**config.mk**
```make
export PLATFORM = sky130hd
export DESIGN_NAME = dsp_pipe_stage
export DESIGN_NICKNAME = d
export VERILOG_FILES = /design/src/rtl/dsp_pipe_stage.sv
export SDC_FILE = /design/constraint.sdc
export NUM_CORES = 1
export LEC_CHECK = 0
export BUFFER_PORTS_ARGS = -buffer_cell sky130_fd_sc_hd__buf_2
export CAP_MARGIN = 30
export CELL_PAD_IN_SITES_DETAIL_PLACEMENT = 0
export CELL_PAD_IN_SITES_GLOBAL_PLACEMENT = 1
export CORE_MARGIN = 2
export CORE_UTILIZATION = 38
export CTS_CLUSTER_DIAMETER = 200
export DETAILED_ROUTE_END_ITERATION = 8
export PLACE_DENSITY = 0.78
export SLEW_MARGIN = 15
export SYNTH_ARGS = -nofsm -noshare
export SYNTH_HDL_FRONTEND = slang
export SYNTH_SLANG_ARGS = --single-unit
```
**constraint.sdc**
```tcl
create_clock -name clk -period 2.3 [get_ports clk]
set_input_delay 0.345 -clock clk [delete_from_list [all_inputs] [get_ports clk]]
set_output_delay 0.345 -clock clk [all_outputs]
set_load 0.1 [all_outputs]
```
**src/rtl/dsp_pipe_stage.sv**
```systemverilog
// rtl/dsp_pipe_stage.sv - elastic multi-stage DSP pipeline register with backpressure, ce and flush
// DEPTH=0 degenerates to a combinational pass-through with no state.
module dsp_pipe_stage #(
  parameter int WIDTH = 18,
  parameter int DEPTH = 2,
  parameter int CNT_W = 4
) (
  input  logic             clk,
  input  logic             rst,
  input  logic             ce,
  input  logic             sclr,
  input  logic [WIDTH-1:0] in_data,
  input  logic             in_valid,
  output logic             in_ready,
  output logic [WIDTH-1:0] out_data,
  output logic             out_valid,
  input  logic             out_ready,
  output logic [CNT_W-1:0] occ
);

  if (DEPTH == 0) begin : g_pass
    logic unused_pass;
    assign unused_pass = ^{clk, rst};
    assign out_data    = in_data;
    assign out_valid   = ce & ~sclr & in_valid;
    assign in_ready    = ce & ~sclr & out_ready;
    assign occ         = '0;
  end else begin : g_pipe
    logic [WIDTH-1:0] data_q [DEPTH];
    logic [WIDTH-1:0] data_d [DEPTH];
    logic [DEPTH-1:0] v_q, v_d;
    logic [DEPTH-1:0] acc;
    logic [CNT_W-1:0] occ_q, occ_d;
    logic             run, in_fire, out_fire;

    assign run = ce & ~sclr;

    // acc ripples from the output back to stage 0, so an empty stage
    // anywhere downstream lets upstream words collapse into it.
    always_comb begin
      logic go;
      go  = out_ready;
      acc = '0;
      for (int k = DEPTH - 1; k >= 0; k--) begin
        acc[k] = ~v_q[k] | go;
        go     = acc[k];
      end
    end

    assign in_ready  = rst & run & acc[0];
    assign out_valid = run & v_q[DEPTH-1];
    assign out_data  = data_q[DEPTH-1];
    assign occ       = occ_q;
    assign in_fire   = in_valid & in_ready;
    assign out_fire  = out_valid & out_ready;

    always_comb begin
      logic [WIDTH-1:0] src_data;
      logic             src_v;
      v_d      = v_q;
      data_d   = data_q;
      occ_d    = occ_q;
      src_data = in_data;
      src_v    = in_fire;
      if (sclr) begin
        v_d   = '0;
        occ_d = '0;
        for (int k = 0; k < DEPTH; k++) data_d[k] = '0;
      end else if (ce) begin
        occ_d = occ_q + CNT_W'(in_fire) - CNT_W'(out_fire);
        for (int k = 0; k < DEPTH; k++) begin
          // an emptied stage keeps its stale data; only its valid bit drops
          if (acc[k]) begin
            data_d[k] = src_data;
            v_d[k]    = src_v;
          end
          src_data = data_q[k];
          src_v    = v_q[k];
        end
      end
    end

    always_ff @(posedge clk or negedge rst) begin
      if (!rst) begin
        v_q   <= '0;
        occ_q <= '0;
        for (int k = 0; k < DEPTH; k++) data_q[k] <= '0;
      end else begin
        v_q    <= v_d;
        occ_q  <= occ_d;
        data_q <= data_d;
      end
    end
  end

endmodule

```
## Word level (Yosys, flattened, before mapping)

Cells that the tools add are included.

| storage, ports and cells | value |
|---|---|
| logic and storage cells | 33 |
| output and inout port bits | 24 |
| bits in registers | 42 |
| input bits | 24 |

| operators by class | value |
|---|---|
| reduce and logical (&&, ||, !) cells | 5 |
| add/subtract/negate cells | 2 |
| bitwise logic cells | 11 |
| multiplexer cells | 10 |

Operators with widths:

| kind | count |
|---|---|
| 36-bit 2-to-1 mux | 2 |
| 18-bit 2-to-1 mux | 2 |
| 4-bit 2-to-1 mux | 2 |
| 1-bit AND | 6 |
| 2-bit nonzero test | 3 |
| 4-bit by 1-bit adder with 4-bit output | 1 |
| 2-bit 2-to-1 mux | 2 |
| 2-bit AND reduction | 2 |
| 4-bit by 1-bit subtractor with 4-bit output | 1 |
| 1-bit inverter | 3 |
| 1-bit 2-to-1 mux | 2 |
| 1-bit OR | 2 |

## Depth between registers and ports, before layout

| depth | value |
|---|---|
| depth after elaboration | 9 |
| depth in mapped cells | 12 |
| gate-level depth less buffers | 11 |

## Least setup slack after synthesis

OpenSTA, ideal clock, no wires.

| timing | value |
|---|---|
| path kind | input port to flip-flop |
| from | input sclr |
| to | register g_pipe.occ_q[3], in the netlist occ[3] |
| stages on the path | 11 |
| path slack | -1287 ps |
| setup time | 125 ps |
| data arrival time | 3463 ps |
| required time | 2175 ps |
| buffers on the path | 1 |
| cell sequence | buf_6 -> nand2b_4 -> nor2_1 -> and2_1 -> ha_1 -> inv_1 -> ha_1 -> a21o_1 -> a21oi_1 -> mux2i_1 -> mux2_2 |

| between the ends | value |
|---|---|
| elaborated cells on any way between the ends | 12 |
| those cells by class | add/sub: 2; mux: 2; bitwise: 7; reduce/logical: 1 |

RTL lines:

| item | line | text |
|---|---|---|
| start: declaration | 11 | `input logic sclr,` |
| 1-bit inverter | 36 | `assign run = ce & ~sclr;` |
| 1-bit AND | 36 |  |
| 1-bit AND | 51 | `assign out_valid = run & v_q[DEPTH-1];` |
| via out_valid | 16 | `output logic out_valid,` |
| 1-bit AND | 55 | `assign out_fire = out_valid & out_ready;` |
| 4-bit by 1-bit subtractor with 4-bit output | 70 | `occ_d = occ_q + CNT_W'(in_fire) - CNT_W'(out_fire);` |
| 4-bit 2-to-1 mux | 69 | `end else if (ce) begin` |
| 4-bit 2-to-1 mux | 65 | `if (sclr) begin` |
| end signal: assignment | 86 | `occ_q <= '0;` |
| end signal: assignment | 90 | `occ_q <= occ_d;` |
| end: declaration | 33 | `logic [CNT_W-1:0] occ_q, occ_d;` |

The timed path passes the listed nets, and every way through them passes these cells. The select of a mux whose other input is x is not followed.
A chain may end at the register's enable or synchronous reset.

## Final worst setup path

| timing | value |
|---|---|
| from | register g_pipe.v_q[1] |
| to | register g_pipe.occ_q[3], in the netlist occ[3] |

| between the ends | value |
|---|---|
| cells in the longest elaborated chain, start to end | 9 |
| elaborated cells on any way between the ends | 11 |
| those cells by class | add/sub: 2; mux: 2; bitwise: 7 |

RTL lines:

| item | line | text |
|---|---|---|
| start: declaration | 31 | `logic [DEPTH-1:0] v_q, v_d;` |
| start signal: assignment | 89 | `v_q <= v_d;` |
| 1-bit inverter | 45 | `acc[k] = ~v_q[k] \| go;` |
| 1-bit OR (2 in series) | 45 |  |
| 1-bit AND | 50 | `assign in_ready = rst & run & acc[0];` |
| 1-bit AND | 54 | `assign in_fire = in_valid & in_ready;` |
| 4-bit by 1-bit adder with 4-bit output | 70 |  |
| 4-bit by 1-bit subtractor with 4-bit output (*) | 70 |  |
| 4-bit 2-to-1 mux (*) | 69 |  |
| 4-bit 2-to-1 mux (*) | 65 |  |

Mark *: on every way between the ends. The rest lies on a longest branch, timed or not. The select of a mux whose other input is x is not followed.

==> flow_summary.json <==
{
  "outcome": "complete, no violations",
  "async_flop_share": 1.00,
  "dr_total_vias": 1259,
  "synth.largest_area_cell": "dfrtp_1",
  "core_um2": 5040,
  "p_per_area_nw_per_um2": 739,
  "setup_violations": 0,
  "cts_root_buffer": "clkbuf_8",
  "gp_congestion": 0.741,
  "post-place-cells": 256,
  "layout_min_cycle_time_ns": 2.26,
  "crit_path_start_kind": "register",
  "firstDrtPassIters": 4,
  "routedWlPerCell_um": 14.1,
  "synth_warnings": 0,
  "dieArea_um2": 5720,
  "seq_area_frac_synth": 0.539,
  "clk_latency_ns": 0.29,
  "cts.clk_slew.worst_paths_ns": 0.08,
  "relSlewSlack": 0.650,
  "antenna_found_initial": 0,
  "dp_hpwl_mm": 2.73,
  "cts_tree": "built",
  "final_nets": 223,
  "cts.sinks": 42,
  "antenna_cells_inserted": 0,
  "avgSynthCellArea_um2": 12.9,
  "synthCells": 151,
  "grt_first_pass_wirelength_mm": 6.43,
  "path_class": "register to register",
  "synth_edf_count": 0,
  "rsz0062_at_grt": "yes",
  "slew_viol_final": 0,
  "drive_gt1_frac": 0.508,
  "max_freq_ghz": 0.442,
  "whs_ns": 0.159,
  "finalHoldViolations": 0,
  "grt_max_degree": 43,
  "finalCritPeriodShare": 0.983,
  "skew_ns": 0.00833,
  "drc": 0,
  "syn-num-nets": 180,
  "drt-initial-drc-count": 57,
  "start_util": 0.387,
  "cp.arrival_ns": 2.44,
  "final_util": 0.474,
  "r2r_cells": 11,
  "min_path_type": "input pin to async pin",
  "maxCapViolations": 0,
  "h-tree-depth": 2,
  "fp.dieW_um": 75.6,
  "peakVddDrop_uv": 390,
  "synth_top_cells_by_count": "dfrtp_1 (42), buf_4 (19), a22o_1 (18)",
  "grt_overflow_total": 0,
  "io-pin-count": 48,
  "yosys-top-cells-area": "dfrtp_1 (54%), a22o_1 (8.1%), buf_4 (7.3%)",
  "reg2reg_setup_slack_ns": 0.04,
  "r2r_end": "occ[3]",
  "yosysUniqueCellTypes": 26,
  "wl_mm": 3.75,
  "area_delta_synth_final_pct": 22.7,
  "stdcell_count": 265,
  "synth_top_area_share": 0.539,
  "io_buffers": 47,
  "clk_path_buf_depth": 2,
  "cts_resized": 0,
  "placed_cell_area_um2": 2240,
  "grtUsageTotal": 0.153,
  "worstMarginPinSlew_ns": 0.524,
  "grt_pass1_vias": 1335,
  "synth_area_um2": 1950,
  "path_max_fanout": 2,
  "r2r_start": "g_pipe.v_q[1]",
  "cp-end-kind": "register",
  "worstPathRequired_ns": 2.47,
  "leakage_nw": 1.25,
  "row_count": 26,
  "final_antenna_net_count": 0,
  "yosys_most_used_dff": "dfrtp_1",
  "final_cell_area_um2": 2390,
  "die_h_um": 75.6,
  "synth_seq_cells": 42,
  "routed_via_density": 4.75,
  "numCtsBuffers": 5,
  "yosys.cell_count.top_type": "dfrtp_1"
}
==> what timing repair did <==
action,4_1_cts,5_1_grt
setup buffers,1,0
setup endpoints to repair,1,2
pin swaps,3,2
hold buffers,0,0
==> worst max-delay path, cell delays in order (launching register included) <==
cell	delay [ns]
dfrtp_1	0.40
nor2b_4	0.15
a21oi_4	0.12
and2_4	0.17
nand2_4	0.05
ha_4	0.25
inv_2	0.04
ha_4	0.15
a21o_1	0.16
a21oi_2	0.13
mux2i_1	0.21
mux2_2	0.35
==> layer usage <==
layer / vias up / global-route usage / wire length (um)
met4: 0 / 0.0468 / 23
met3: 2 / 0.0397 / 188
met1: 633 / 0.203 / 1760
li1: 596 / - / -
met2: 28 / 0.246 / 1780
met5: - / 0 / 0
==> placed cells by master (no fill, tap or decap), types with 2 or more instances in the layout <==
| cell | count |
|---|---|
| buf_2 | 46 |
| dfrtp_1 | 42 |
| a22o_1 | 18 |
| buf_4 | 14 |
| nor2_1 | 13 |
| mux2i_1 | 12 |
| a22o_2 | 11 |
| clkbuf_8 | 6 |
| inv_1 | 3 |
| ha_4 | 3 |
| inv_2 | 2 |
| nor2b_4 | 2 |
| a21oi_4 | 2 |
| and2_4 | 2 |
| nand2_1 | 2 |
| bufinv_16 | 2 |
==> layout make-up <==
cell class / count / area [um^2]
sequential: 42 / 1050
timing repair buffer: 61 / 355
inverter: 5 / 18.8
multi-input combinational: 79 / 737
clock buffer: 6 / 82.6
fill: 468 / 2650
clock inverter: 2 / 60.1
tap: 70 / 87.6
==> report_power, final <==
part	internal (mW)	total [mW]	switching, mW	leakage [nW]
sequential	0.770	0.790	0.0202	0.569
clock	0.463	0.706	0.243	0.0714
combinational	0.0816	0.271	0.190	0.604
total	1.31	1.77	0.453	1.25
==> worst max path at each step <==
stage	slack [ns]	endpoint	from
floorplan	-0.40	occ[3]	sclr
global placement	-0.01	occ[3]	sclr
detailed placement	-0.06	occ[3]	sclr
CTS	0.005	occ[3]	g_pipe.v_q[1]
global route	-0.07	occ[3]	g_pipe.v_q[1]
finish	0.04	occ[3]	g_pipe.v_q[1]
==> logic make-up after synthesis <==
kind of cell             count (synthesis)  share of synthesized area
multiplexers                            13                     0.0674
AND/OR/NAND/NOR                         25                     0.0706
flip-flops                              42                      0.539
adder cells (fa/ha/maj)                  5                     0.0359
XOR/XNOR                                 1                    0.00449
AO/OA/AOI/OAI                           35                      0.169
buffers and inverters                   30                      0.114
==> flip-flops by register name, indices dropped and copies added, names as in the netlist <==
signal and flops:
g_pipe.data_q 18, g_pipe.v_q 2, occ 4, out_data 18
==> per-stage QoR <==
stage	setup WS [ns]	TNS (ns)	total power [mW]
4_1_cts	0.00543	0	1.79
2_1_floorplan	-0.399	-0.870	1.02
5_1_grt	-0.0747	-0.0747	1.84
3_3_place_gp	-0.0105	-0.0105	1.08
3_5_place_dp	-0.0567	-0.0567	1.08
6_report	0.0391	0	1.77
No activity file was read; power rests on OpenSTA's default activity.
